## src/rtl/multicycle_control_pkg.sv

```systemverilog
// Shared encodings for the multi-cycle MIPS sequencer: states, opcodes and datapath select codes.
// The JAL state exists only when MULTICYCLE_CONTROL_JAL_EN is defined.
package multicycle_control_pkg;

    typedef enum logic [3:0] {
        S_INIT,
        S_FETCH,
        S_DECODE,
        S_MEM_ADDR,
        S_MEM_READ,
        S_MEM_WB,
        S_MEM_WRITE,
        S_EXEC_R,
        S_EXEC_I,
        S_ALU_WB,
        S_BRANCH,
        S_JUMP
`ifdef MULTICYCLE_CONTROL_JAL_EN
        , S_JAL
`endif
    } state_t;

    // One-hot opcode class; jal is always reported, acceptance is decided by the FSM.
    typedef struct packed {
        logic r;
        logic alu_i;
        logic lw;
        logic sw;
        logic br;
        logic j;
        logic jal;
        logic illegal;
    } op_class_t;

    localparam logic [5:0] OP_RTYPE = 6'h00;
    localparam logic [5:0] OP_J     = 6'h02;
    localparam logic [5:0] OP_JAL   = 6'h03;
    localparam logic [5:0] OP_BEQ   = 6'h04;
    localparam logic [5:0] OP_BNE   = 6'h05;
    localparam logic [5:0] OP_ADDI  = 6'h08;
    localparam logic [5:0] OP_ANDI  = 6'h0c;
    localparam logic [5:0] OP_ORI   = 6'h0d;
    localparam logic [5:0] OP_LUI   = 6'h0f;
    localparam logic [5:0] OP_LW    = 6'h23;
    localparam logic [5:0] OP_SW    = 6'h2b;

    localparam logic [2:0] ALU_PCADD = 3'b000;
    localparam logic [2:0] ALU_ADDR  = 3'b010;
    localparam logic [2:0] ALU_SUB   = 3'b100;
    localparam logic [2:0] ALU_ADDI  = 3'b110;
    localparam logic [2:0] ALU_ANDI  = 3'b011;
    localparam logic [2:0] ALU_ORI   = 3'b101;
    localparam logic [2:0] ALU_LUI   = 3'b001;
    localparam logic [2:0] ALU_RTYPE = 3'b111;

    localparam logic [1:0] SRCB_REG    = 2'b00;
    localparam logic [1:0] SRCB_FOUR   = 2'b01;
    localparam logic [1:0] SRCB_IMM    = 2'b10;
    localparam logic [1:0] SRCB_IMM_SH = 2'b11;

    localparam logic [1:0] PCSRC_ALU    = 2'b00;
    localparam logic [1:0] PCSRC_ALUOUT = 2'b01;
    localparam logic [1:0] PCSRC_JUMP   = 2'b10;

    localparam logic [1:0] REGDST_RT = 2'b00;
    localparam logic [1:0] REGDST_RD = 2'b01;
    localparam logic [1:0] REGDST_RA = 2'b10;

    localparam logic [1:0] M2R_ALUOUT = 2'b00;
    localparam logic [1:0] M2R_MDR    = 2'b01;
    localparam logic [1:0] M2R_PC     = 2'b10;

    function automatic logic [2:0] alu_i_op(input logic [5:0] op);
        case (op)
            OP_ANDI: alu_i_op = ALU_ANDI;
            OP_ORI:  alu_i_op = ALU_ORI;
            OP_LUI:  alu_i_op = ALU_LUI;
            default: alu_i_op = ALU_ADDI;
        endcase
    endfunction

endpackage

```

## src/rtl/multicycle_control_opcode_class.sv

```systemverilog
// Combinational opcode classifier shared by the sequencer's next-state and output logic.
// Independent of MULTICYCLE_CONTROL_JAL_EN: 0x03 is always flagged as jal.
module opcode_class
    import multicycle_control_pkg::*;
(
    input  logic [5:0] i_op,
    output logic [7:0] o_class
);

    op_class_t w_cls;

    always_comb begin
        w_cls = '0;
        case (i_op)
            OP_RTYPE:                         w_cls.r       = 1'b1;
            OP_ADDI, OP_ANDI, OP_ORI, OP_LUI: w_cls.alu_i   = 1'b1;
            OP_LW:                            w_cls.lw      = 1'b1;
            OP_SW:                            w_cls.sw      = 1'b1;
            OP_BEQ, OP_BNE:                   w_cls.br      = 1'b1;
            OP_J:                             w_cls.j       = 1'b1;
            OP_JAL:                           w_cls.jal     = 1'b1;
            default:                          w_cls.illegal = 1'b1;
        endcase
    end

    assign o_class = w_cls;

endmodule

```

## src/rtl/multicycle_control.sv

```systemverilog
// Multi-cycle MIPS control sequencer with a mem_ready wait-state handshake.
// Define MULTICYCLE_CONTROL_JAL_EN to accept JAL (opcode 0x03); otherwise it decodes as illegal.
module multicycle_control
    import multicycle_control_pkg::*;
(
    input  logic       clk,
    input  logic       reset,
    input  logic [5:0] OP,
    input  logic       mem_ready,
    output logic       PCWrite,
    output logic       PCWriteCondEQ,
    output logic       PCWriteCondNE,
    output logic       IorD,
    output logic       MemRead,
    output logic       MemWrite,
    output logic       IRWrite,
    output logic [1:0] RegDst,
    output logic [1:0] MemtoReg,
    output logic       RegWrite,
    output logic       ALUSrcA,
    output logic [1:0] ALUSrcB,
    output logic [2:0] ALUOp,
    output logic [1:0] PCSource,
    output logic       instr_done,
    output logic       illegal_op
);

    state_t     r_state;
    logic [7:0] w_cls_bits;
    op_class_t  w_cls;
    logic       w_bad;

    opcode_class u_opcode_class (
        .i_op    (OP),
        .o_class (w_cls_bits)
    );

    assign w_cls = w_cls_bits;

`ifdef MULTICYCLE_CONTROL_JAL_EN
    assign w_bad = w_cls.illegal;
`else
    assign w_bad = w_cls.illegal | w_cls.jal;
`endif

    always_ff @(posedge clk or negedge reset) begin
        if (!reset) begin
            r_state <= S_INIT;
        end else begin
            case (r_state)
                S_INIT:      r_state <= S_FETCH;
                S_FETCH:     if (mem_ready) r_state <= S_DECODE;
                S_DECODE: begin
                    if (w_cls.r)                  r_state <= S_EXEC_R;
                    else if (w_cls.alu_i)         r_state <= S_EXEC_I;
                    else if (w_cls.lw | w_cls.sw) r_state <= S_MEM_ADDR;
                    else if (w_cls.br)            r_state <= S_BRANCH;
                    else if (w_cls.j)             r_state <= S_JUMP;
`ifdef MULTICYCLE_CONTROL_JAL_EN
                    else if (w_cls.jal)           r_state <= S_JAL;
`endif
                    else                          r_state <= S_FETCH;
                end
                S_EXEC_R, S_EXEC_I: r_state <= S_ALU_WB;
                S_MEM_ADDR:  r_state <= w_cls.lw ? S_MEM_READ : S_MEM_WRITE;
                S_MEM_READ:  if (mem_ready) r_state <= S_MEM_WB;
                S_MEM_WRITE: if (mem_ready) r_state <= S_FETCH;
                default:     r_state <= S_FETCH;
            endcase
        end
    end

    // Moore decode; only FETCH loads and MEM_WRITE completion look at mem_ready.
    always_comb begin
        PCWrite       = 1'b0;
        PCWriteCondEQ = 1'b0;
        PCWriteCondNE = 1'b0;
        IorD          = 1'b0;
        MemRead       = 1'b0;
        MemWrite      = 1'b0;
        IRWrite       = 1'b0;
        RegDst        = REGDST_RT;
        MemtoReg      = M2R_ALUOUT;
        RegWrite      = 1'b0;
        ALUSrcA       = 1'b0;
        ALUSrcB       = SRCB_REG;
        ALUOp         = ALU_PCADD;
        PCSource      = PCSRC_ALU;
        instr_done    = 1'b0;
        illegal_op    = 1'b0;
        case (r_state)
            S_FETCH: begin
                MemRead = 1'b1;
                ALUSrcB = SRCB_FOUR;
                IRWrite = mem_ready;
                PCWrite = mem_ready;
            end
            S_DECODE: begin
                ALUSrcB    = SRCB_IMM_SH;
                illegal_op = w_bad;
                instr_done = w_bad;
            end
            S_EXEC_R: begin
                ALUSrcA = 1'b1;
                ALUOp   = ALU_RTYPE;
            end
            S_EXEC_I: begin
                ALUSrcA = 1'b1;
                ALUSrcB = SRCB_IMM;
                ALUOp   = alu_i_op(OP);
            end
            S_ALU_WB: begin
                RegWrite   = 1'b1;
                RegDst     = w_cls.r ? REGDST_RD : REGDST_RT;
                instr_done = 1'b1;
            end
            S_MEM_ADDR: begin
                ALUSrcA = 1'b1;
                ALUSrcB = SRCB_IMM;
                ALUOp   = ALU_ADDR;
            end
            S_MEM_READ: begin
                MemRead = 1'b1;
                IorD    = 1'b1;
            end
            S_MEM_WB: begin
                RegWrite   = 1'b1;
                MemtoReg   = M2R_MDR;
                instr_done = 1'b1;
            end
            S_MEM_WRITE: begin
                MemWrite   = 1'b1;
                IorD       = 1'b1;
                instr_done = mem_ready;
            end
            S_BRANCH: begin
                ALUSrcA       = 1'b1;
                ALUOp         = ALU_SUB;
                PCSource      = PCSRC_ALUOUT;
                PCWriteCondEQ = (OP == OP_BEQ);
                PCWriteCondNE = (OP == OP_BNE);
                instr_done    = 1'b1;
            end
            S_JUMP: begin
                PCWrite    = 1'b1;
                PCSource   = PCSRC_JUMP;
                instr_done = 1'b1;
            end
`ifdef MULTICYCLE_CONTROL_JAL_EN
            S_JAL: begin
                PCWrite    = 1'b1;
                PCSource   = PCSRC_JUMP;
                RegWrite   = 1'b1;
                RegDst     = REGDST_RA;
                MemtoReg   = M2R_PC;
                instr_done = 1'b1;
            end
`endif
            default: ;
        endcase
    end

endmodule
```

## config.mk

```make
export PLATFORM = sky130hd
export DESIGN_NAME = multicycle_control
export DESIGN_NICKNAME = d
export VERILOG_FILES = /design/src/rtl/multicycle_control_pkg.sv /design/src/rtl/multicycle_control_opcode_class.sv /design/src/rtl/multicycle_control.sv
export SDC_FILE = /design/constraint.sdc
export NUM_CORES = 1
export LEC_CHECK = 0
export ABC_AREA = 1
export BUFFER_PORTS_ARGS = -buffer_cell sky130_fd_sc_hd__buf_2
export CAP_MARGIN = 20
export CORE_ASPECT_RATIO = 1.5
export CORE_MARGIN = 1
export CORE_UTILIZATION = 30
export CTS_CLUSTER_SIZE = 30
export DETAILED_ROUTE_END_ITERATION = 16
export GPL_ROUTABILITY_DRIVEN = 0
export GPL_TIMING_DRIVEN = 1
export HOLD_SLACK_MARGIN = 0.05
export PLACE_DENSITY = 0.59
export SYNTH_ARGS = -nofsm -noshare
export SYNTH_HDL_FRONTEND = slang
export SYNTH_SLANG_ARGS = --single-unit
```

## constraint.sdc

```tcl
create_clock -name clk -period 3.57 [get_ports clk]
set_input_delay 0.714 -clock clk [delete_from_list [all_inputs] [get_ports clk]]
set_output_delay 0.714 -clock clk [all_outputs]
set_load 0.03 [all_outputs]
```

# Word level (Yosys, flattened, before mapping)
# Cells that the tools add are included.
word_totals:
  reg_bits: 4
  latchBits: 0
  mem_bits_rw: 0
  mem_bits_ro: 0
  out_inout_bits: 22
  wordCells: 75
  mem_count: 0
classes:
  n_addsub: 0
  multipliers: 0
  div_mod_pow: 0
  order_cmp: 0
  eq_ne: 24
  n_shift: 0
  muxes: 36
  bitwise_logic: 2
  n_reduce_logical: 12
ops:
  columns: ["cell", "n"]
  rows:
  - ["$mux W4", 8]
  - ["$eq A6 B4 Y1 const B", 4]
  - ["$pmux W4 S6", 1]
  - ["$mux W1", 20]
  - ["$eq A4 B3 Y1 const B", 4]
  - ["$eq A4 B4 Y1 const B", 4]
  - ["$eq A6 B2 Y1 const B", 2]
  - ["$eq A6 B3 Y1 const B", 2]
  - ["$eq A6 B6 Y1 const B", 2]
  - ["$pmux W3 S4", 1]
  - ["$reduce_or A2 Y1", 6]
  - ["$reduce_or A4 Y1", 3]
  - ["$reduce_or A11 Y1", 1]
  - ["$pmux W3 S3", 1]
  - ["$eq A4 B2 Y1 const B", 2]
  - ["$logic_not A6 Y1", 1]
  - ["$ne A2 B2 Y1 const B", 3]
  - ["$pmux W2 S3", 1]
  - ["$eq A4 B1 Y1 const B", 1]
  - ["$pmux W2 S2", 1]
  - ["$pmux W1 S3", 1]
  - ["$reduce_and A3 Y1", 1]
  - ["$mux W2", 1]
  - ["$or A1 B1 Y1", 2]
  - ["$pmux W1 S2", 1]

# Logic depth before layout (Yosys ltp)
logic_depth:
  ltp_word: 8
  mapped_depth: 9
  mapped_depth_nobuf: 9

# Modules after synthesis
# From an unflattened synthesis, not the netlist that was laid out.
hier_totals:
  hier_cells: 141
  area_unflattened_um2: 703.2
modules_own_cells:
  columns: ["module", "instances", "cells_each", "area_each_um2", "seq_area_each_um2"]
  rows:
  - ["multicycle_control", 1, 106, 561.8, 100.1]
  - ["opcode_class", 1, 35, 141.4, 0.0]

# Least setup slack after synthesis
# Ideal clock, no wire load.
synth_path:
  kind: "input-to-output"
  startpoint: "input port OP[4]"
  endpoint: "output port PCWriteCondEQ"
  t_arrival_ns: 1.896
  setup_slack_ns: 0.960
  path_stages: 3
  path_buffers: 0
  cell_sequence: "nor2_4 > nand2_1 > nor4_1"
synth_between:
  elab_chain_len: 2
synth_lines:
  columns: ["element", "line", "rtl"]
  rows:
  - ["start, declared", "multicycle_control.sv:8", "input logic [5:0] OP,"]
  - ["$eq A6 B3 Y1", "multicycle_control.sv:140", "PCWriteCondEQ = (OP == OP_BEQ);"]
  - ["$mux W1", "multicycle_control.sv:91", "case (r_state)"]
  - ["end, declared", "multicycle_control.sv:11", "output logic PCWriteCondEQ,"]
# No other way between the ends.

# Worst setup path in the final report
layout_path:
  startpoint: "input port OP[4]"
  endpoint: "output port instr_done"
layout_between:
  elab_chain_len: 5
  word_cells_on_any_way: 16
  classes_between: "eq/ne: 10; mux: 3; bitwise: 1; reduce/logical: 2"
layout_lines:
  columns: ["element", "line", "rtl"]
  rows:
  - ["$eq A6 B3 Y1 (tied with other cells)", "multicycle_control_opcode_class.sv:14", "case (i_op)"]
  - ["$reduce_or A11 Y1 (no source line)", null, null]
  - ["$mux W1", "multicycle_control_opcode_class.sv:14", null]
  - ["$or A1 B1 Y1 *", "multicycle_control.sv:43", "assign w_bad = w_cls.illegal | w_cls.jal;"]
  - ["$pmux W1 S3 *", "multicycle_control.sv:91", null]
  - ["end, declared", "multicycle_control.sv:24", "output logic instr_done,"]
# Every way passes the cells marked *; elsewhere a longest branch is shown, timed or not.

==> results_dict.tcl <==
set metrics [dict create \
    run_status "finished, final reports clean" \
    ctsHoldBuffers 0 \
    path_delay_family "simple AND/OR/NAND/NOR gates" \
    fin_skew_ps 1.52 \
    synth_edf_count 0 \
    synth_top_cell_by_area "nand2_1" \
    post_cts.resized_instances 0 \
    numPlacedInstances 161 \
    drt_first_pass_iters 3 \
    routed_wl_mm 1.61 \
    highest_fanout_seen_on_the_critical_path 9 \
    ioPinCount 31 \
    worst_hold_path_type "in2async" \
    design_area_um2 773 \
    fin_worst_hold_slack_ps 273 \
    numCtsBuffers 3 \
    yosys_warnings 0 \
    htree_levels 1 \
    totalNegativeSetupSlack_ps 0 \
    ctsRootBufferMaster "clkbuf_4" \
    slew_violations 0 \
    largest_register "r_state" \
    worst_setup_hold_path_clk_slew_ps 40 \
    antenna_found_initial 0 \
    critPathCaptureType "output port" \
    worstPathRequired_ps 2860 \
    maximum_number_of_pins_on_one_net_before_global_route_repair 10 \
    postSynthCellCount 113 \
    clkSinkCount 4 \
    static-leakage-power_nw 0.493 \
    synth.most_common_cell "nand2_1" \
    worstPathArrival_ps 1650 \
    detail-route-antenna-nets 0 \
    hold_viol_final 0 \
    critPathSlowestCell "nor2_4" \
    detail_route.drc_violations 0 \
    port_buffers 28 \
    detailed_place.area_um2 751 \
    setup_viol 0 \
    insertion_delay_ps 240 \
    timing_worst_setup_path_type "in2out" \
    postLayoutCoreUtil_pct 41.7 \
    global_route_wire_length_before_repair_mm 2.77 \
    first_global_vias 719 \
    worstPathCellList "buf_2 -> nor2_4 -> nand3_1 -> nand2_1 -> nor2_2 -> nand2_1 -> o21ai_1 -> buf_2" \
    core_area_um2 1850 \
    timing.critical_path.buf_inv 2 \
    routedWlPerCell_um 9.82 \
    max_cap_violations 0 \
    peak_ir_drop_on_the_vdd_network_mv 0.254 \
    fmaxAchievable_ghz 0.423 \
    die_area_um2 2170 \
    synthesis.area_um2 596 \
    num-fill-cells 225 \
    synth.area.top_cells "nand2_1 (17%), dfrtp_1 (17%), nor2_1 (14%), nand3_1 (11%), inv_1 (9.5%)" \
    synth.yosys.seq_area_share_pct 16.8 \
    synth.distinct_cells 19 \
    clockBufferDepth 2 \
    antennaDiodeCount 0 \
    finalNetCount 154 \
    post-route-period-util_pct 66.2 \
    category_of_the_worst_setup_path_launch_point "primary input" \
    grt_remaining_overflow 0 \
    num_vias 764 \
    detailed_place_hpwl_mm 1.41 \
    detailedRoute.firstIterationViolations 8 \
    ys.flop_type "dfrtp_1" \
    rows 19 \
    synth_largest_type_area_fraction_pct 17.0 \
    registers_with_the_most_flip_flops "r_state x4" \
    grt_util_all_layers_pct 17.1 \
    critPathMaxStageDelay_ps 190 \
    share_of_flip_flops_with_an_asynchronous_set_or_reset_after_synthesis_pct 100 \
    via_per_inst 4.66 \
    initial_core_util_pct 32.1 \
    layout-area-overhead-vs-synth_pct 29.8 \
    fp.dieW_um 38.4 \
    powerDensity_nw_per_um2 806 \
    die_h_um 56.6 \
    final.min_clock_period_ps 2360 \
    final-instance-count-excl-fill 164 \
    drive_gt1_share_pct 32.2 \
    tritoncts "yes" \
    largest_reg_flops 4 \
    yosys_register_bits 4 \
    ranking_of_synthesized_cells_by_instance_count "nand2_1 (27), nor2_1 (22), inv_1 (15)" \
    postCtsSetupRepairBufs 0 \
    grt_setup_unrepaired "false" \
    synth_area_per_cell_um2 5.27 \
]
## where the power goes
part	switching (W)	internal, W	total, W
sequential	0.0000267	0.0000643	0.0000910
clock	0.0000193	0.0000377	0.0000570
combinational	0.000341	0.000134	0.000475
## placed cells by master, fill, tap and decap left out, types with 2 or more instances in the layout
cell,count
buf_2,28
nand2_1,27
nor2_1,22
inv_1,15
nand3_1,13
inv_2,5
o21ai_1,5
nand2_2,4
o21ai_0,4
dfrtp_1,4
nor2_2,3
clkbuf_4,3
nor2_4,2
conb_1,2
## worst paths after layout
path,from,endpoint,slack [ps],cells past startpoint
max,OP[4],instr_done,1210,8
min,reset,r_state[1],270,1
max reg2reg,r_state[0],r_state[0],2330,7
min reg2reg,r_state[2],r_state[2],630,2
max in group asynchronous,reset,r_state[0],3180,1
min in group clk,r_state[2],r_state[2],630,2
## worst register-to-register path, cell delays in order, from the launching register on
cell and delay [ps]:
dfrtp_1 460, nor2_2 200, nand2_2 110, nor2_2 140
nand2_1 100, nand2_1 70, nand2_1 40, nand2_1 50
## layer usage
| metal | vias to the layer above | share of wire, % | global-route usage, % |
|---|---|---|---|
| met2 | 22 | 53 | 31.2 |
| met5 | - | 0 | 0 |
| met4 | 0 | 2.3 | 6.40 |
| li1 | 410 | - | - |
| met3 | 4 | 4.4 | 3.56 |
| met1 | 328 | 40 | 17.8 |
## per-stage QoR
step	power [W]	setup WS, ps
after CTS	0.000629	1210
final	0.000624	1210
after detailed placement	0.000568	1210
after floorplan	0.000451	960
after global routing	0.000681	1070
after global placement	0.000568	1250
## cell type report
| class | count | area, um^2 | area share [%] |
|---|---|---|---|
| Multi-Input combinational cell | 88 | 409 | 52.9 |
| Sequential cell | 4 | 100 | 12.9 |
| Clock buffer | 3 | 22.5 | 2.91 |
| Inverter | 20 | 75.1 | 9.71 |
| Tap cell | 21 | 26.3 | 3.40 |
| Timing Repair Buffer | 28 | 140 | 18.1 |
## logic make-up (layout without fill, tap and decap cells)
group,after synthesis,after routing,share of synthesized area [%]
other,1,2,0.630
and+or+nand+nor,72,72,54.0
DFF,4,4,16.8
AOI/OAI and AO/OA,14,14,13.4
buffers and inverters,22,51,15.1
Power figures use the tool's default switching activity.
